<file path="src/rtl/pwm_demodulator.sv">
// pwm_demodulator
// ---------------
// Measures an incoming PWM waveform and recovers its period (frame length - 1)
// and duty (high cycles), one measurement per PWM frame. The encoding matches
// the PWM modulator, so a modulator/demodulator loopback returns the same
// period/duty pair. A line that stays static for a full 2^BW-cycle frame is
// reported once as a timeout.
//
// Ports:
//   clk_i        clock, all logic on the rising edge
//   rst_i        synchronous active-high reset
//   enable_i     measurement enable; low forces IDLE and clears the counters
//   pwm_i        asynchronous PWM input (synchronised internally)
//   period_o     last measured frame length - 1
//   dutyCycle_o  last measured high-phase length in cycles
//   valid_o      one-cycle pulse whenever period_o/dutyCycle_o update
//   timeout_o    high when the last update was caused by a stuck line
module pwm_demodulator #(
  parameter int BW          = 8,
  parameter int SYNC_STAGES = 2   // must be at least 2
) (
  input  logic          clk_i,
  input  logic          rst_i,
  input  logic          enable_i,
  input  logic          pwm_i,
  output logic [BW-1:0] period_o,
  output logic [BW-1:0] dutyCycle_o,
  output logic          valid_o,
  output logic          timeout_o
);

  typedef enum logic [1:0] {
    IDLE  = 2'd0,
    HIGH  = 2'd1,
    LOW   = 2'd2,
    STUCK = 2'd3
  } state_e;

  // Counters are one bit wider than the results so that a full 2^BW-cycle
  // frame is representable; they saturate at exactly 2^BW.
  localparam logic [BW:0] CNT_MAX = {1'b1, {BW{1'b0}}};
  localparam logic [BW:0] CNT_ONE = {{BW{1'b0}}, 1'b1};

  logic [SYNC_STAGES-1:0] sync_q;
  logic                   prev_q;
  state_e                 state_q, state_d;
  logic [BW:0]            frame_cnt_q, frame_cnt_d;
  logic [BW:0]            high_cnt_q, high_cnt_d;
  logic [BW-1:0]          period_q, period_d;
  logic [BW-1:0]          duty_q, duty_d;
  logic                   valid_q, valid_d;
  logic                   timeout_q, timeout_d;

  logic s, rise, fall;

  assign s    = sync_q[SYNC_STAGES-1];
  assign rise = s & ~prev_q;
  assign fall = ~s & prev_q;

  // Synchroniser and edge-detect history run regardless of enable_i, so a
  // re-enable never sees a phantom edge from stale history.
  always_ff @(posedge clk_i) begin
    if (rst_i) begin
      sync_q <= '0;
      prev_q <= 1'b0;
    end else begin
      sync_q <= {sync_q[SYNC_STAGES-2:0], pwm_i};
      prev_q <= s;
    end
  end

  always_comb begin
    state_d     = state_q;
    frame_cnt_d = frame_cnt_q;
    high_cnt_d  = high_cnt_q;
    period_d    = period_q;
    duty_d      = duty_q;
    valid_d     = 1'b0;
    timeout_d   = timeout_q;

    // Counting: a rise starts a new frame and counts itself as the first
    // cycle of both the frame and its high phase.
    if (rise) begin
      frame_cnt_d = CNT_ONE;
      high_cnt_d  = CNT_ONE;
    end else begin
      if (frame_cnt_q != CNT_MAX) begin
        frame_cnt_d = frame_cnt_q + CNT_ONE;
      end
      if (s && (high_cnt_q != CNT_MAX)) begin
        high_cnt_d = high_cnt_q + CNT_ONE;
      end
    end

    // Event priority: enable > rise > timeout > fall.
    if (!enable_i) begin
      state_d     = IDLE;
      frame_cnt_d = '0;
      high_cnt_d  = '0;
    end else if (rise) begin
      state_d = HIGH;
      // Only a rise that closes a fully observed frame is reported; the
      // frame that begins on the first rise out of IDLE/STUCK is the first
      // complete one.
      if (state_q == LOW) begin
        // frame_cnt_q <= 2^BW here; dropping the top bit before the
        // subtraction gives all-ones for a full 2^BW frame.
        period_d  = frame_cnt_q[BW-1:0] - 1'b1;
        duty_d    = high_cnt_q[BW-1:0];
        valid_d   = 1'b1;
        timeout_d = 1'b0;
      end
    end else if ((frame_cnt_q == CNT_MAX) && (state_q != STUCK)) begin
      state_d   = STUCK;
      period_d  = '1;
      duty_d    = s ? '1 : '0;
      valid_d   = 1'b1;
      timeout_d = 1'b1;
    end else if (fall && (state_q == HIGH)) begin
      state_d = LOW;
    end
  end

  always_ff @(posedge clk_i) begin
    if (rst_i) begin
      state_q     <= IDLE;
      frame_cnt_q <= '0;
      high_cnt_q  <= '0;
      period_q    <= '0;
      duty_q      <= '0;
      valid_q     <= 1'b0;
      timeout_q   <= 1'b0;
    end else begin
      state_q     <= state_d;
      frame_cnt_q <= frame_cnt_d;
      high_cnt_q  <= high_cnt_d;
      period_q    <= period_d;
      duty_q      <= duty_d;
      valid_q     <= valid_d;
      timeout_q   <= timeout_d;
    end
  end

  assign period_o    = period_q;
  assign dutyCycle_o = duty_q;
  assign valid_o     = valid_q;
  assign timeout_o   = timeout_q;

endmodule

</file>
<file path="config.mk">
export PLATFORM = sky130hd
export DESIGN_NAME = pwm_demodulator
export DESIGN_NICKNAME = d
export VERILOG_FILES = /design/src/rtl/pwm_demodulator.sv
export SDC_FILE = /design/constraint.sdc
export NUM_CORES = 1
export LEC_CHECK = 0
export ABC_AREA = 1
export CORE_MARGIN = 2
export CORE_UTILIZATION = 45
export DETAILED_ROUTE_END_ITERATION = 12
export DONT_BUFFER_PORTS = 1
export GPL_TIMING_DRIVEN = 0
export PLACE_DENSITY = 0.58
export SETUP_SLACK_MARGIN = 0.3
export SLEW_MARGIN = 10
export SYNTH_ARGS = -nofsm -noshare
export SYNTH_HDL_FRONTEND = slang
export SYNTH_SLANG_ARGS = --single-unit
export TNS_END_PERCENT = 1
</file>
<file path="constraint.sdc">
create_clock -name clk_i -period 3.9 [get_ports clk_i]
set_input_delay 0.585 -clock clk_i [delete_from_list [all_inputs] [get_ports clk_i]]
set_output_delay 0.585 -clock clk_i [all_outputs]
set_load 0.01 [all_outputs]
</file>
# Word level (Yosys, flattened, before mapping)
# Cells that the tools add are included.
[classes]
muxes = 20
bitwise = 5
eq_ne = 7
reduce_logical = 11
addsub = 3
[ops]
columns = ["cell", "count"]
rows = [
  ["8-bit two-way mux", 7],
  ["9-bit by 1-bit adder with 9-bit output, second input constant", 2],
  ["9-bit != test, second input constant", 2],
  ["1-bit two-way mux", 11],
  ["9-bit equality test, second input constant", 1],
  ["2-bit nonzero test", 4],
  ["8-bit by 1-bit subtractor with 8-bit output, second input constant", 1],
  ["2-bit two-way mux", 2],
  ["1-bit logical AND", 3],
  ["1-bit inverter", 3],
  ["3-bit AND reduction", 1],
  ["3-bit nonzero test", 1],
  ["3-bit OR reduction", 1],
  ["1-bit AND", 2],
  ["2-bit by 1-bit equality test with 1-bit output, second input constant", 1],
  ["2-bit equality test, second input constant", 1],
  ["2-bit by 1-bit != test with 1-bit output, second input constant", 1],
  ["2-bit != test, second input constant", 1],
  ["2-bit OR reduction", 1],
]
[totals]
out_inout_bits = 18
input_bits = 4
regBits = 41

# Logic depth before layout (Yosys ltp)
[logic_depth]
word_depth = 6
mapped_depth = 11
mapped_depth_nobuf = 11

# Least setup slack after synthesis
# OpenSTA, ideal clock, no wires.
[synth_timing]
path_type = "register to register"
start = "reg frame_cnt_q[0]"
end = "reg period_q[1], in the netlist period_o[1]"
arrival_ns = 1.294
path_buffers = 1
t_required_ns = 3.787
stages_incl_launch_ff = 12
setup_slack_ns = 2.493
setup_ns = 0.113
cell_sequence = "dfxtp_1 -> inv_1 -> ha_1 -> nand2_1 -> inv_1 -> nand2_2 -> nor2_8 -> nand2_4 -> nand2_4 -> buf_6 -> o21ai_1 -> inv_1"
[synth_via]
elab_chain_cells = 4
word_cells_on_any_way = 7
[synth_lines]
columns = ["item", "line", "text"]
rows = [
  ["start: declaration", "47", "logic [BW:0] frame_cnt_q, frame_cnt_d;"],
  ["start signal: assignment", "135", "frame_cnt_q <= frame_cnt_d;"],
  ["branches (longest 4 deep; another with 8-bit by 1-bit subtractor with 8-bit output)", "--", ""],
  ["end signal: assignment", "137", "period_q <= period_d;"],
  ["end: declaration", "49", "logic [BW-1:0] period_q, period_d;"],
]
# Parallel ways; which one is timed is not known. The select of a mux whose other input is x is not followed.
# A chain may end at the register's enable or synchronous reset.

# Final worst setup path
# Same ends and word-level chain as after synthesis.

==> run summary <==
The run finished with clean final reports. For this run the aggregate overflow at the end of global routing stands at 0. The H-tree was split into 2 levels.

Clock-pin slew was measured on the worst setup and hold paths at 0.08 ns. The count of unresolved DRC violations after routing came out at 0. The number of clock sinks was 41; the number of max-cap violations was 0.

The run gives 623 MHz as the fmax. Setup repair after global routing left no endpoint under its margin. The worst pin sits at a relative slew slack of 72.5%. The signal arrival time at the worst endpoint came out at 1.79 ns. The storage element area came out at 821 um^2. The number of instances in the synthesized netlist is 307, and the actual transition at the worst max-transition pin is 0.412 ns. The die is 73.0 um tall. For the total via count after detailed routing, the log shows 1830. In this run, synthesis produced a sequential element count of 41.

Across the VDD grid, the largest voltage drop is 0.129 mV. For the post-cts repair resize count, the log shows 0. The logs give 3360 um for the placed wire-length estimate after detailed placement and 22 for the number of top-level design ports.

Of the available clock period, the critical path in the final layout requires 41.2%. In the final design database the tool counted 323 nets. In this run, the number of DRC markers left after iteration 0 of detailed routing was 62. For the post-placement cell area, the log shows 2210 um^2.

The slowest stage of the critical path is the sky130_fd_sc_hd__dfxtp_1 cell. Walking the worst path, the cells encountered are inv_1, ha_1, nand2_1, inv_1, nand2_2, nor2_8, nand2_4, nand2_4, buf_6, o21ai_1, inv_1. For this design the static power due to leakage is 0.988 nW. Hold repair after CTS inserted 0 buffers. Input and output buffers added on the ports amount to 0.

The post-CTS setup-driven buffer insertion count is 0, and the cell area after synthesis is 2140 um^2. After detailed routing, the number of vias per cell comes to 4.96. In the layout the commonest cells are sky130_fd_sc_hd__nand2_1 (70), sky130_fd_sc_hd__dfxtp_1 (41), sky130_fd_sc_hd__inv_1 (38). Number of buffers added by the clock tree synthesis step: 5. The most common flop cell mapped by yosys is sky130_fd_sc_hd__dfxtp_1.

Yosys mapped a number of flops with a built-in enable equal to 0. The first global-routing pass estimated 7560 um of wire. Summing all multi-input logic gate instances after layout gives 1110 um^2.

In this run the horizontal extent of the chip is 73.0 um. The run gives 4 as the number of iterations in the first detailed-routing pass. The area of the die came out at 5320 um^2.

The power per unit of standard cell area was 320 nW/um^2. The tightest min-delay check is of the primary input to flop type. The library cell occupying the most area in the post-synthesis netlist is sky130_fd_sc_hd__dfxtp_1.

The number of global-route vias before repair is 1694, and the pin count of the biggest net entering global routing is 13. For the hold violation total from the final report, the log shows 0. The starting utilization of the core area is 45.9%. The critical path is of the flop to flop type. The tools report the total track usage as 17.8%. In the final timing run, aggregate negative setup slack is 0 ns. When the netlist entered floorplanning its net count stood at 316.

After detailed routing, the average wire length per cell comes to 12.1 um. STA puts the critical path data required time at 4.09 ns. The peak per-stage delay on the critical path is 0.42 ns. The number of antenna violations at the first check in global routing was 0; the insertion delay of the later-clocked pin in the worst-skew pair was 0.29 ns. The clock period minus final worst setup slack is 1.61 ns, and the count of non-filler cells in the finished layout is 369. The count of final max-slew check failures was 0.

Once layout is done, the placed cells without fillers occupy 2290 um^2. The worst setup path is launched from a flop. Fill cells in the final layout number 491.

The share of the synthesized area in the top cell type was 38.4%; the maximum clock skew at final layout was 0.00775 ns. The library cell used most frequently in the layout, excluding fill and tap cells, is sky130_fd_sc_hd__nand2_1. The tools report the post-detailed-route count of antenna-violating nets as 0. For this run, asynchronously set or reset flops after synthesis account for 0%. Sequential elements use 38.4% of the synthesized area. The post-route netlist has 9.52% of its cells at a drive strength greater than 1.

The logs give 25 for the row count and 0 for the number of inserted diodes. In this run the mean area of a mapped cell was 6.97 um^2. Counting distinct cell types in the post-synthesis netlist gives 29.

The final RePlAce weighted congestion is 0.774, and the Yosys warning count is 0. Relative to the synthesized area, the layout overhead comes to 7.02%. By area the synthesized netlist is led by sky130_fd_sc_hd__dfxtp_1 (38%), sky130_fd_sc_hd__nand2_1 (12%), sky130_fd_sc_hd__nand3_1 (7.3%), sky130_fd_sc_hd__inv_1 (6.7%), sky130_fd_sc_hd__a21oi_1 (6.3%). The total placed cells including tap cells was 361. TritonCTS built the clock tree. In this run the clock root is driven by a sky130_fd_sc_hd__clkbuf_8. In this run the deepest clock path goes through 2 buffers.

Setup violations remaining at the end of the flow were counted as 0. The worst setup path is captured at a flop. Along the worst path, the maximum fanout reaches 10.

The placeable core region is 4660 um^2. The cell that appears most often on the critical path is sky130_fd_sc_hd__inv_1. The final layout contains routed wiring with a total length of 4450 um.
per-stage QoR:
stage,util (%),total power [W],hold slack [ns],setup slack (ns)
floorplan,-,0.000464,0.388,2.49
global placement,47.4,0.000473,0.404,2.17
detailed placement,47.4,0.000473,0.403,2.18
CTS,49.1,0.000739,0.377,2.30
global route,49.1,0.000759,0.386,2.18
finish,49.1,0.000733,0.385,2.29
cells in the mapped netlist, drive strengths merged, types with 5 or more instances:
cell type and number:
ha 5, dfxtp 41, nand4 6, nand2 75, buf 7, nand3b 5
a21oi 27, nor2 41, o21ai 18, nand3 32, inv 40
logic make-up after synthesis:
family	count (synthesis)	synth area share (%)
and+or+nand+nor	162	36.4
buffers and inverters	49	9.88
AOI/OAI and AO/OA	46	10.8
DFF	41	38.4
adders and majority gates	5	2.92
xor gates and xnor gates	4	1.64
area by class of cell:
type	instances	area share, %
inverters	41	6.72
flip-flops and latches	41	35.8
plain buffers	8	2.51
clock buffers	6	3.17
clock inverters	2	0.437
well taps	54	2.95
multi-input cells	217	48.4
critical path: cells and delay by family (launching register included):
family	cells	cell delay, ns
compound gates	1	0.12
fa+ha+maj	1	0.22
buf+inv	4	0.35
flops	1	0.42
simple gates	5	0.41
final timing paths:
check | from | depth (start not counted) | slack, ns | end
hold / removal | rst_i | 1 | 0.39 | dutyCycle_o[1]
setup / recovery | frame_cnt_q[0] | 11 | 2.29 | period_o[1]
setup reg to reg | frame_cnt_q[0] | 11 | 2.29 | period_o[1]
hold reg to reg | sync_q[0] | 2 | 0.41 | sync_q[1]
layer usage:
layer	part of all wire, %	vias to the layer above	global-route usage [%]
li1	-	1000	-
met1	52	778	24.6
met2	41	48	27.6
met3	5.8	4	4.28
met4	1.0	0	5.56
met5	0	-	0
registers in the layout, indices dropped and copies added (netlist names):
register	cells
dutyCycle_o	8
frame_cnt_q	9
high_cnt_q	9
period_o	8
prev_q	1
state_q	2
sync_q	2
timeout_o	1
valid_o	1
where the power goes:
group / internal [W] / switching (W) / total, W / leakage (nW)
clock: 0.000124 / 0.000146 / 0.000270 / 0.0450
combinational: 0.0000121 / 0.0000265 / 0.0000386 / 0.612
sequential: 0.000421 / 0.00000320 / 0.000424 / 0.331
total: 0.000557 / 0.000175 / 0.000733 / 0.988
(Power assumes the default switching activity.)
